`src/rtl/elevator_pkg.sv`:
```
// Shared constants for the elevator scheduler: state codes, default sizing, direction.
// Latency: n/a (declarations only).
// Backpressure: n/a.
package elevator_pkg;

  localparam logic [3:0] ST_IDLE      = 4'd0;
  localparam logic [3:0] ST_MOVE_UP   = 4'd1;
  localparam logic [3:0] ST_MOVE_DOWN = 4'd2;
  localparam logic [3:0] ST_DOOR      = 4'd7;

  localparam int DEFAULT_FLOORS  = 8;
  localparam int DEFAULT_FLOOR_W = 3;

  localparam logic DIR_UP = 1'b1;

  // Status code for travelling in the given sweep direction.
  function automatic logic [3:0] move_code(input logic dir_up);
    return (dir_up == DIR_UP) ? ST_MOVE_UP : ST_MOVE_DOWN;
  endfunction

endpackage

```
`src/rtl/elevator_scheduler_if.sv`:
```
// Bundle between the call-latching input stage (master) and the scheduler (slave).
// Latency: n/a (wires only).
// Backpressure: none; clear strobes are fire-and-forget, the input stage must act next cycle.
interface elevator_scheduler_if
  import elevator_pkg::*;
#(
  parameter int FLOORS  = DEFAULT_FLOORS,
  parameter int FLOOR_W = DEFAULT_FLOOR_W
);
  logic [FLOORS-1:0]  up;
  logic [FLOORS-1:0]  down;
  logic [FLOORS-1:0]  elevator_btn;
  logic [FLOOR_W-1:0] floor;
  logic [3:0]         status;
  logic               dir_up;
  logic               nextup;
  logic               nextdown;

  modport master (
    output up, down, elevator_btn,
    input  floor, status, dir_up, nextup, nextdown
  );

  modport slave (
    input  up, down, elevator_btn,
    output floor, status, dir_up, nextup, nextdown
  );
endinterface

```
`src/rtl/elevator_timer.sv`:
```
// Loadable down-counter shared by travel and door timing; zero flag when the count is 0.
// Latency: load takes effect on the next edge; zero is a combinational view of the count.
// Backpressure: none; holds at zero until reloaded.
module elevator_timer
  import elevator_pkg::*;
#(
  parameter int W = 3
) (
  input  logic         clk,
  input  logic         rst,
  input  logic         load,
  input  logic [W-1:0] value,
  output logic         zero
);
  logic [W-1:0] count_q;

  // Load wins over counting; the count saturates at zero.
  always_ff @(posedge clk) begin
    if (rst) begin
      count_q <= '0;
    end else if (load) begin
      count_q <= value;
    end else if (count_q != '0) begin
      count_q <= count_q - W'(1);
    end
  end

  assign zero = (count_q == '0);
endmodule

```
`src/rtl/elevator_scheduler.sv`:
```
// SCAN car controller: sweeps in one direction serving calls, reverses at the last request.
// Latency: 1 cycle from a sampled request to a state change; MOVE_CYCLES per floor.
// Backpressure: none; clear strobes last one cycle and the same floor is not re-strobed on the next.
module elevator_scheduler
  import elevator_pkg::*;
#(
  parameter int FLOORS      = DEFAULT_FLOORS,
  parameter int FLOOR_W     = DEFAULT_FLOOR_W,
  parameter int MOVE_CYCLES = 4,
  parameter int DOOR_CYCLES = 6
) (
  input  logic                 clk,
  input  logic                 rst,
  elevator_scheduler_if.slave  bus
);
  localparam int TMAX = (MOVE_CYCLES > DOOR_CYCLES) ? MOVE_CYCLES : DOOR_CYCLES;
  localparam int TW   = (TMAX > 1) ? $clog2(TMAX) : 1;
  localparam logic [TW-1:0] MOVE_LOAD = TW'(MOVE_CYCLES - 1);
  localparam logic [TW-1:0] DOOR_LOAD = TW'(DOOR_CYCLES - 1);

  logic [FLOOR_W-1:0] floor_q, floor_d;
  logic [3:0]         status_q, status_d;
  logic               dir_q, dir_d;
  logic               nextup_q, nextup_d;
  logic               nextdown_q, nextdown_d;
  logic               arrived_q, arrived_d;

  logic               tmr_load;
  logic [TW-1:0]      tmr_val;
  logic               tmr_zero;

  logic [FLOORS-1:0]  up_m, down_m, req;
  logic               above, below, ahead, behind;
  logic               here, up_here, down_here, btn_here, same_here, opp_here;
  logic               strobed;

  elevator_timer #(.W(TW)) u_timer (
    .clk   (clk),
    .rst   (rst),
    .load  (tmr_load),
    .value (tmr_val),
    .zero  (tmr_zero)
  );

  // No up call exists at the top floor and no down call at the bottom floor.
  always_comb begin
    up_m             = bus.up;
    up_m[FLOORS-1]   = 1'b0;
    down_m           = bus.down;
    down_m[0]        = 1'b0;
  end

  assign req = up_m | down_m | bus.elevator_btn;

  // Split pending requests into strictly above / strictly below the car.
  always_comb begin
    above = 1'b0;
    below = 1'b0;
    for (int i = 0; i < FLOORS; i++) begin
      if (i > int'(floor_q)) above = above | req[i];
      if (i < int'(floor_q)) below = below | req[i];
    end
  end

  assign ahead     = dir_q ? above : below;
  assign behind    = dir_q ? below : above;
  assign here      = req[floor_q];
  assign up_here   = up_m[floor_q];
  assign down_here = down_m[floor_q];
  assign btn_here  = bus.elevator_btn[floor_q];
  assign same_here = dir_q ? up_here : down_here;
  assign opp_here  = dir_q ? down_here : up_here;
  // The input stage still shows the served bits during the strobe cycle.
  assign strobed   = nextup_q | nextdown_q;

  // Next-state decision for the car.
  always_comb begin
    floor_d    = floor_q;
    status_d   = status_q;
    dir_d      = dir_q;
    nextup_d   = 1'b0;
    nextdown_d = 1'b0;
    arrived_d  = 1'b0;
    tmr_load   = 1'b0;
    tmr_val    = MOVE_LOAD;
    case (status_q)
      ST_IDLE: begin
        if (here) begin
          status_d = ST_DOOR;
          tmr_load = 1'b1;
          tmr_val  = DOOR_LOAD;
          if (up_here || btn_here) begin
            dir_d    = DIR_UP;
            nextup_d = 1'b1;
          end else begin
            dir_d      = ~DIR_UP;
            nextdown_d = 1'b1;
          end
        end else if (ahead) begin
          status_d = move_code(dir_q);
          tmr_load = 1'b1;
        end else if (behind) begin
          dir_d    = ~dir_q;
          status_d = move_code(~dir_q);
          tmr_load = 1'b1;
        end
      end
      ST_MOVE_UP, ST_MOVE_DOWN: begin
        if (arrived_q && (btn_here || same_here || (!ahead && opp_here))) begin
          status_d = ST_DOOR;
          tmr_load = 1'b1;
          tmr_val  = DOOR_LOAD;
          // Reverse here only when this floor ends the sweep and the opposite call is waiting.
          if (same_here || ahead || !opp_here) begin
            nextup_d   = dir_q;
            nextdown_d = ~dir_q;
          end else begin
            dir_d      = ~dir_q;
            nextup_d   = ~dir_q;
            nextdown_d = dir_q;
          end
        end else if (arrived_q && !ahead) begin
          // Nothing further this way (including all calls withdrawn): let idle pick again.
          status_d = ST_IDLE;
        end else if (tmr_zero) begin
          floor_d   = (status_q == ST_MOVE_UP) ? floor_q + FLOOR_W'(1) : floor_q - FLOOR_W'(1);
          tmr_load  = 1'b1;
          arrived_d = 1'b1;
        end
      end
      ST_DOOR: begin
        if (!strobed && (same_here || btn_here)) begin
          tmr_load   = 1'b1;
          tmr_val    = DOOR_LOAD;
          nextup_d   = dir_q;
          nextdown_d = ~dir_q;
        end else if (tmr_zero) begin
          if (ahead) begin
            status_d = move_code(dir_q);
            tmr_load = 1'b1;
          end else if (behind) begin
            dir_d    = ~dir_q;
            status_d = move_code(~dir_q);
            tmr_load = 1'b1;
          end else begin
            status_d = ST_IDLE;
          end
        end
      end
      default: status_d = ST_IDLE;
    endcase
  end

  // Car state registers; reset snaps the car back to floor 0.
  always_ff @(posedge clk) begin
    if (rst) begin
      floor_q    <= '0;
      status_q   <= ST_IDLE;
      dir_q      <= DIR_UP;
      nextup_q   <= 1'b0;
      nextdown_q <= 1'b0;
      arrived_q  <= 1'b0;
    end else begin
      floor_q    <= floor_d;
      status_q   <= status_d;
      dir_q      <= dir_d;
      nextup_q   <= nextup_d;
      nextdown_q <= nextdown_d;
      arrived_q  <= arrived_d;
    end
  end

  assign bus.floor    = floor_q;
  assign bus.status   = status_q;
  assign bus.dir_up   = dir_q;
  assign bus.nextup   = nextup_q;
  assign bus.nextdown = nextdown_q;
endmodule

```
`src/flat_wrapper.sv`:
```
// flat-port wrapper written by rule: the top's interface ports become plain ports
module elevator_scheduler_flat import elevator_pkg::*;
#(
  parameter int FLOORS      = DEFAULT_FLOORS,
  parameter int FLOOR_W     = DEFAULT_FLOOR_W,
  parameter int MOVE_CYCLES = 4,
  parameter int DOOR_CYCLES = 6
)
  (clk, rst, bus_up, bus_down, bus_elevator_btn, bus_floor, bus_status, bus_dir_up, bus_nextup, bus_nextdown);
  elevator_scheduler_if #(.FLOORS(FLOORS), .FLOOR_W(FLOOR_W)) bus_i ();
  input  logic clk;
  input  logic rst;
  input wire logic [$bits(bus_i.up)-1:0] bus_up;
  input wire logic [$bits(bus_i.down)-1:0] bus_down;
  input wire logic [$bits(bus_i.elevator_btn)-1:0] bus_elevator_btn;
  output wire logic [$bits(bus_i.floor)-1:0] bus_floor;
  output wire logic [$bits(bus_i.status)-1:0] bus_status;
  output wire logic [$bits(bus_i.dir_up)-1:0] bus_dir_up;
  output wire logic [$bits(bus_i.nextup)-1:0] bus_nextup;
  output wire logic [$bits(bus_i.nextdown)-1:0] bus_nextdown;
  assign bus_i.up = bus_up;
  assign bus_i.down = bus_down;
  assign bus_i.elevator_btn = bus_elevator_btn;
  assign bus_floor = bus_i.floor;
  assign bus_status = bus_i.status;
  assign bus_dir_up = bus_i.dir_up;
  assign bus_nextup = bus_i.nextup;
  assign bus_nextdown = bus_i.nextdown;
  elevator_scheduler #(.FLOORS(FLOORS), .FLOOR_W(FLOOR_W), .MOVE_CYCLES(MOVE_CYCLES), .DOOR_CYCLES(DOOR_CYCLES)) u_core (.clk(clk), .rst(rst), .bus(bus_i));
endmodule
```
`config.mk`:
```
export PLATFORM = sky130hd
export DESIGN_NAME = elevator_scheduler_flat
export DESIGN_NICKNAME = d
export VERILOG_FILES = /design/src/rtl/elevator_pkg.sv /design/src/rtl/elevator_scheduler_if.sv /design/src/rtl/elevator_timer.sv /design/src/rtl/elevator_scheduler.sv /design/src/flat_wrapper.sv
export SDC_FILE = /design/constraint.sdc
export NUM_CORES = 1
export LEC_CHECK = 0
export ABC_AREA = 1
export CAP_MARGIN = 20
export CORE_MARGIN = 1.5
export CORE_UTILIZATION = 51
export DETAILED_ROUTE_END_ITERATION = 10
export PLACE_DENSITY = 0.88
export SKIP_CTS_REPAIR_TIMING = 1
export SKIP_LAST_GASP = 1
export SYNTH_ARGS = -nofsm -noshare
export SYNTH_HDL_FRONTEND = slang
export SYNTH_SLANG_ARGS = --single-unit
```
`constraint.sdc`:
```
create_clock -name clk -period 2.86 [get_ports clk]
set_input_delay 0.429 -clock clk [delete_from_list [all_inputs] [get_ports clk]]
set_output_delay 0.429 -clock clk [all_outputs]
set_load 0.02 [all_outputs]
```
==> impl_metrics.toml, run 1 <==
[floorplanning]
core_area_um2 = 3390
ios = 36
die_w_um = 62.93
num_rows = 21
die_h_um = 62.93
die_area_um2 = 3960
start_util_pct = 54.04

[power_and_ir_drop]
power_frac_clock_pct = 5.3
power.density_nw_per_um2 = 1048
combPwrFrac_pct = 79.1
p_sw_w = 0.001307
switching_share_pct = 57.23
internal_power_w = 0.0009766
peakVddDrop_uv = 693.5
power_frac_seq_pct = 15.6
leakage_nw = 1.158

[final_layout]
fillers = 306
final_layout_size_suffix_gt1_share_pct = 14.04
area_growth_pct = 18.99
final_nets = 379
final_cell_area_um2 = 2180
finish.utilization_pct = 64.30
instances_no_fill = 388
diodes = 0
regArea_um2 = 260.3
multiInputGateArea_um2 = 1313

[route]
drt_iter0_markers = 170
wl_per_cell_um = 11.19
drtAntennaViolNets = 0
drt-total-wl_mm = 4.343
vias_per_cell = 4.997
dr.pass1.iters = 4
drc_errors = 0
vias = 1939

[status]
outcome = "complete, no violations"

[grt]
grt_pass1_vias = 1848
grt_pass1_wl_mm = 7.693
antenna_found_initial = 0
track_usage_pct = 23.40
overflow = 0
grt_max_degree = 20

[sta]
setup_viol = 0
period_needed_ps = 2328
max_freq_mhz = 429.5
hold_viol_final = 0
drv_slew = 0
worst_pin_slew_ps = 665.3
fin_crit_sh_pct = 81.41
slew_headroom_pct = 55.58
tns_ps = 0
finClkSkew_ps = 2.494
rsz0062_at_grt = "false"

[placement]
dp_hpwl_mm = 3.453
gp_congestion = 0.9166
postPlaceCellArea_um2 = 2153
dp.cells = 384
portBuffers = 32

[critical_path]
path_delay_family = "simple AND/OR/NAND/NOR gates"
endpoint_kind = "flop"
critPathMaxStageDelay_ps = 490
path_cells = "buf_4 > ha_1 > nand2_1 > nand2_1 > nand2_1 > nand2_1 > nand3_2 > nand2_1 > o21ai_0 > ha_1 > inv_1 > nand2_1 > a31oi_1 > nand3_1 > nor2_1 > nor2_1"
path_buf_inv = 2
critPathSlowestCell = "dfxtp_1"
cp-start-kind = "flop"
critPathKind = "flop to flop"
crit_arrival_ps = 2520
crit_path_frequent_cell = "nand2_1"
critPathRequiredTime_ps = 3050
crit_path_max_fanout = 16

[logic_synthesis]
syn_inst = 311
yosys_most_used_dff = "dfxtp_1"
synth-edff-count = 0
ys_seq_area_share_pct = 14.21
yosys_warnings = 0
avgSynthCellArea_um2 = 5.890
ys_ff_latch = 13
synth_area_um2 = 1832
ys_types = 34
syn-num-nets = 347
async_flop_share_pct = 0

[run]
max_cap_viol_count = 0

[clock_network]
cts-buffers-inserted = 3
cts.sinks = 13
htreeDepth = 1
root_buffer = "clkbuf_4"
insertion_delay_ps = 290
cts.clk_slew.worst_paths_ps = 80
cts_tree = "done"
cts_buffer_depth = 2

[worst_hold_path]
holdCritPathClass = "flop to flop"
[state kept, by name (all words and copies together) (netlist names)]
| name | flops |
|---|---|
| u_core.arrived_q | 1 |
| u_core.u_timer.count_q | 3 |
| u_core.bus.dir_up | 1 |
| u_core.bus.status | 3 |
| u_core.bus.nextup | 1 |
| u_core.bus.floor | 3 |
| u_core.bus.nextdown | 1 |
[power groups by stage]
stage / clock network (W) / logic [W] / registers (W)
finish: 0.000120 / 0.00181 / 0.000356
floorplan: 0 / 0.00141 / 0.000377
global route: 0.000130 / 0.00205 / 0.000371
CTS: 0.000121 / 0.00179 / 0.000359
global placement: 0 / 0.00173 / 0.000360
detailed placement: 0 / 0.00178 / 0.000361
[metrics by stage]
step	hold WS (ps)	total power, W	worst slack (ps)
after floorplan	464.8	0.001788	582.8
after global placement	493.2	0.002087	461.8
after detailed placement	524.8	0.002142	405.8
after CTS	540.3	0.002274	536.0
after global routing	543.1	0.002549	198.6
final	549.2	0.002283	531.8
[synth_stat cells, types with 2 or more instances]
| master | instances | share of area [%] |
|---|---|---|
| buf_6 | 3 | 1.8 |
| inv_2 | 4 | 0.82 |
| xor2_1 | 2 | 0.96 |
| xnor2_1 | 2 | 0.96 |
| nor2_1 | 42 | 8.6 |
| nand3_1 | 21 | 5.7 |
| nor2_2 | 6 | 2.0 |
| nand3_2 | 7 | 3.8 |
| dfxtp_1 | 13 | 14 |
| nand2_1 | 99 | 20 |
| ha_1 | 10 | 6.8 |
| or2_2 | 2 | 0.68 |
| nand3_4 | 2 | 1.9 |
| nand4_1 | 5 | 1.7 |
| a31oi_1 | 2 | 0.68 |
| o21ai_1 | 7 | 1.9 |
| nand2_2 | 7 | 2.4 |
| a21oi_1 | 8 | 2.2 |
| nor2_4 | 2 | 1.2 |
| nand2_4 | 6 | 3.7 |
| a21oi_2 | 2 | 0.96 |
| buf_4 | 3 | 1.2 |
| inv_1 | 39 | 8.0 |
| o21ai_0 | 4 | 1.1 |
| o211ai_1 | 4 | 1.6 |
[final timing paths]
path / start / end / slack [ps] / depth (start not counted)
hold reg to reg: u_core.u_timer.count_q[1] / u_core.u_timer.count_q[1] / 550 / 2
hold / removal: u_core.u_timer.count_q[1] / u_core.u_timer.count_q[1] / 550 / 2
setup reg to reg: u_core.bus.floor[0] / u_core.bus.status[0] / 530 / 16
setup / recovery: u_core.bus.floor[0] / u_core.bus.status[0] / 530 / 16
[area by class of cell]
| cell class | count | share of cell area, % |
|---|---|---|
| tap | 46 | 2.641 |
| inverter | 46 | 8.611 |
| multi-input combinational | 245 | 60.22 |
| timing repair buffer | 34 | 15.38 |
| sequential | 13 | 11.94 |
| clock buffer | 4 | 1.206 |
[cells by family after synthesis]
| group | share of synthesized area, % |
|---|---|
| fa+ha+maj | 6.831 |
| buf+inv | 14.14 |
| other cells | 0.2047 |
| xor+xnor | 1.913 |
| flops | 14.21 |
| compound gates | 10.59 |
| simple gates | 52.12 |
[metal layers]
layer / track usage [%] / up-vias / part of all wire (%) / wire length, um
met3: 3.423 / 6 / 5.8 / 254
met1: 30.74 / 837 / 47 / 2054
met2: 38.83 / 64 / 46 / 1981
li1: - / 1032 / - / -
met5: 0 / - / 0 / 0
met4: 8.056 / 0 / 1.2 / 53
[layout by cell type (no fill, tap or decap), types with 2 or more instances in the layout]
cell	Yosys	layout
nor2_2	6	6
a21oi_1	8	8
nand2_4	6	6
nand3_2	7	7
o21ai_0	4	4
a31oi_1	2	2
inv_2	4	4
ha_1	10	10
dfxtp_1	13	13
nand2_2	7	7
inv_1	39	39
buf_4	3	2
xnor2_1	2	2
nand2_1	99	99
nor2_1	42	42
clkdlybuf4s50_1	0	32
xor2_1	2	2
nand4_1	5	5
o21ai_1	7	7
nor2_4	2	2
a21oi_2	2	2
nand3_4	2	2
o211ai_1	4	4
clkbuf_4	0	3
nand3_1	21	21
or2_2	2	2
[worst register-to-register path, cell delays in order (launching register included)]
cell and delay, ps:
dfxtp_1 490, buf_4 290, ha_1 170, nand2_1 50, nand2_1 60, nand2_1 40, nand2_1 100, nand3_2 120
nand2_1 70, o21ai_0 120, ha_1 220, inv_1 50, nand2_1 60, a31oi_1 130, nand3_1 100, nor2_1 110
nor2_1 50
Note: power is estimated with default switching activity, not from simulation.
==> run 2: changes to the inputs <==
==> constraint.sdc (replaced) <==
create_clock -name clk -period 2.3 [get_ports clk]
set_input_delay 0.345 -clock clk [delete_from_list [all_inputs] [get_ports clk]]
set_output_delay 0.345 -clock clk [all_outputs]
set_load 0.02 [all_outputs]
==> run 2 against run 1 <==
Worst setup slack got worse by 330 ps. Sequential share of layout area is 0.56 points lower. Fmax is 11% higher. Critical path type unchanged. Clock power increased by 24%. Die area is the same. Highest routed layer unchanged. Clock skew grew 0.88 ps. Final area increased by 5.4%. Largest power group unchanged. Non-clock buffer count up 13. Wire length is 0.39% higher. Cell count up 3.4%. Power increased by 31%.
==> impl_metrics.toml, run 2 (same netlist as run 1, synthesis figures left out) <==
[sta]
setup_viol = 0
tns_ps = 0
holdWs_ps = 508.4
rsz0062_at_grt = "false"
max_freq_mhz = 476.5
fin_crit_sh_pct = 91.25
finClkSkew_ps = 3.378
hold_viol_final = 0
period_needed_ps = 2099
drv_slew = 0

[route]
route.met3.wl_um = 277
drc_errors = 0
wl_met1_mm = 2.001
dr.max_layer_used = "met4"
vias_per_cell = 5.037
drtAntennaViolNets = 0
wl_per_cell_um = 10.87
dr.pass1.iters = 4
wl_met2_mm = 2.012
vias = 2020
drt-total-wl_mm = 4.360
drt_iter0_markers = 195

[critical_path]
cp-start-kind = "flop"
r2r_cells = 18
critPathKind = "flop to flop"
critPathSlowestCell = "dfxtp_1"
critPathRequiredTime_ps = 2480
crit_path_max_fanout = 7
endpoint_kind = "flop"
path_cells = "buf_4 > inv_8 > ha_1 > inv_1 > nand2_1 > nand2_1 > nand2_1 > nand2_1 > inv_2 > buf_4 > nand3_2 > nand2_4 > nand3_2 > nand2_4 > nand2_4 > nand3_2 > o21ai_1 > a21oi_1"
critPathMaxStageDelay_ps = 370
crit_arrival_ps = 2280
crit_path_frequent_cell = "nand2_1"

[power_and_ir_drop]
leakage_nw = 1.227
peakVddDrop_uv = 801.1
p_total_w = 0.002982
power.density_nw_per_um2 = 1298

[floorplanning]
die_w_um = 62.93
die_area_um2 = 3960
core_area_um2 = 3390
ios = 36
die_h_um = 62.93
start_util_pct = 54.04
num_rows = 21

[status]
outcome = "complete, no violations"

[grt]
grt_max_degree = 17
antenna_found_initial = 0
overflow = 0
grt_pass1_vias = 1903
grt_pass1_wl_mm = 7.776
track_usage_pct = 23.72

[final_layout]
mostFrequentLayoutCells = "99 x nand2_1, 42 x nor2_1, 39 x inv_1, 32 x clkdlybuf4s50_1, 21 x nand3_1"
final_layout_size_suffix_gt1_share_pct = 17.46
area_growth_pct = 25.41
final_nets = 392
fillers = 312
instances_no_fill = 401
final_common_cell = "nand2_1"
diodes = 0
finish.utilization_pct = 67.77

[placement]
portBuffers = 32
dp_hpwl_mm = 3.527
dp.cells = 397
gp_congestion = 0.9361

[clock_network]
cts_tree = "done"
cts-buffers-inserted = 3
cts.sinks = 13
insertion_delay_ps = 290
cts.clk_slew.worst_paths_ps = 80
root_buffer = "clkbuf_4"
htreeDepth = 1
cts_buffer_depth = 2

[worst_hold_path]
holdCritPathClass = "flop to flop"
hold_path_depth = 2

[run]
max_cap_viol_count = 0
run 2: cell count changes in the layout (fill, tap and decap cells not counted):
cell     before  now
buf_4         2   13
buf_12        0    1
buf_6         0    1
dfxtp_1      13   12
dfxtp_2       0    1
inv_4         1    0
inv_6         1    2
o21ai_0       4    3
o21ai_1       7    8
run 2: final cells by class:
cell class,count,area (um2),area share [%]
repair buffers,47,449.2,19.55
flip-flops and latches,13,261.5,11.38
clock buffers,4,26.28,1.144
multi-input cells,245,1313,57.14
well taps,46,57.56,2.505
inverters,46,190.2,8.279
run 2: critical path, delay by kind of cell, from the launching register on:
kind | cells | cell delay [ps]
AND/OR/NAND/NOR | 10 | 790
buffers and inverters | 5 | 430
adder cells (fa/ha/maj) | 1 | 180
AO/OA/AOI/OAI | 2 | 220
flip-flops | 1 | 370
run 2: per-stage QoR:
| stage | cell area (um2) | setup WS, ps |
|---|---|---|
| after floorplan | 1832 | 22.79 |
| after global placement | 2263 | 6.863 |
| after detailed placement | 2263 | -23.87 |
| after CTS | 2290 | 151.6 |
| after global routing | 2297 | 6.472 |
| final | 2297 | 201.3 |
run 2: per-layer routing:
layer | track usage, % | vias to the layer above
li1 | - | 1060
met1 | 30.45 | 889
met2 | 40.82 | 64
met3 | 2.523 | 7
met4 | 8.333 | 0
met5 | 0 | -
run 2: report_power, final:
part           total, W  internal (W)  switching [W]
Combinational   0.00244      0.000952        0.00149
Sequential     0.000391      0.000322      0.0000683
Clock          0.000149     0.0000675      0.0000813
run 2: path summary, 6_finish.rpt:
check | startpoint | end | slack (ps)
max | u_core.bus.floor[0] | u_core.bus.floor[2] | 200
min | u_core.u_timer.count_q[1] | u_core.u_timer.count_q[1] | 510
max reg2reg | u_core.bus.floor[0] | u_core.bus.floor[2] | 200
min reg2reg | u_core.u_timer.count_q[1] | u_core.u_timer.count_q[1] | 510
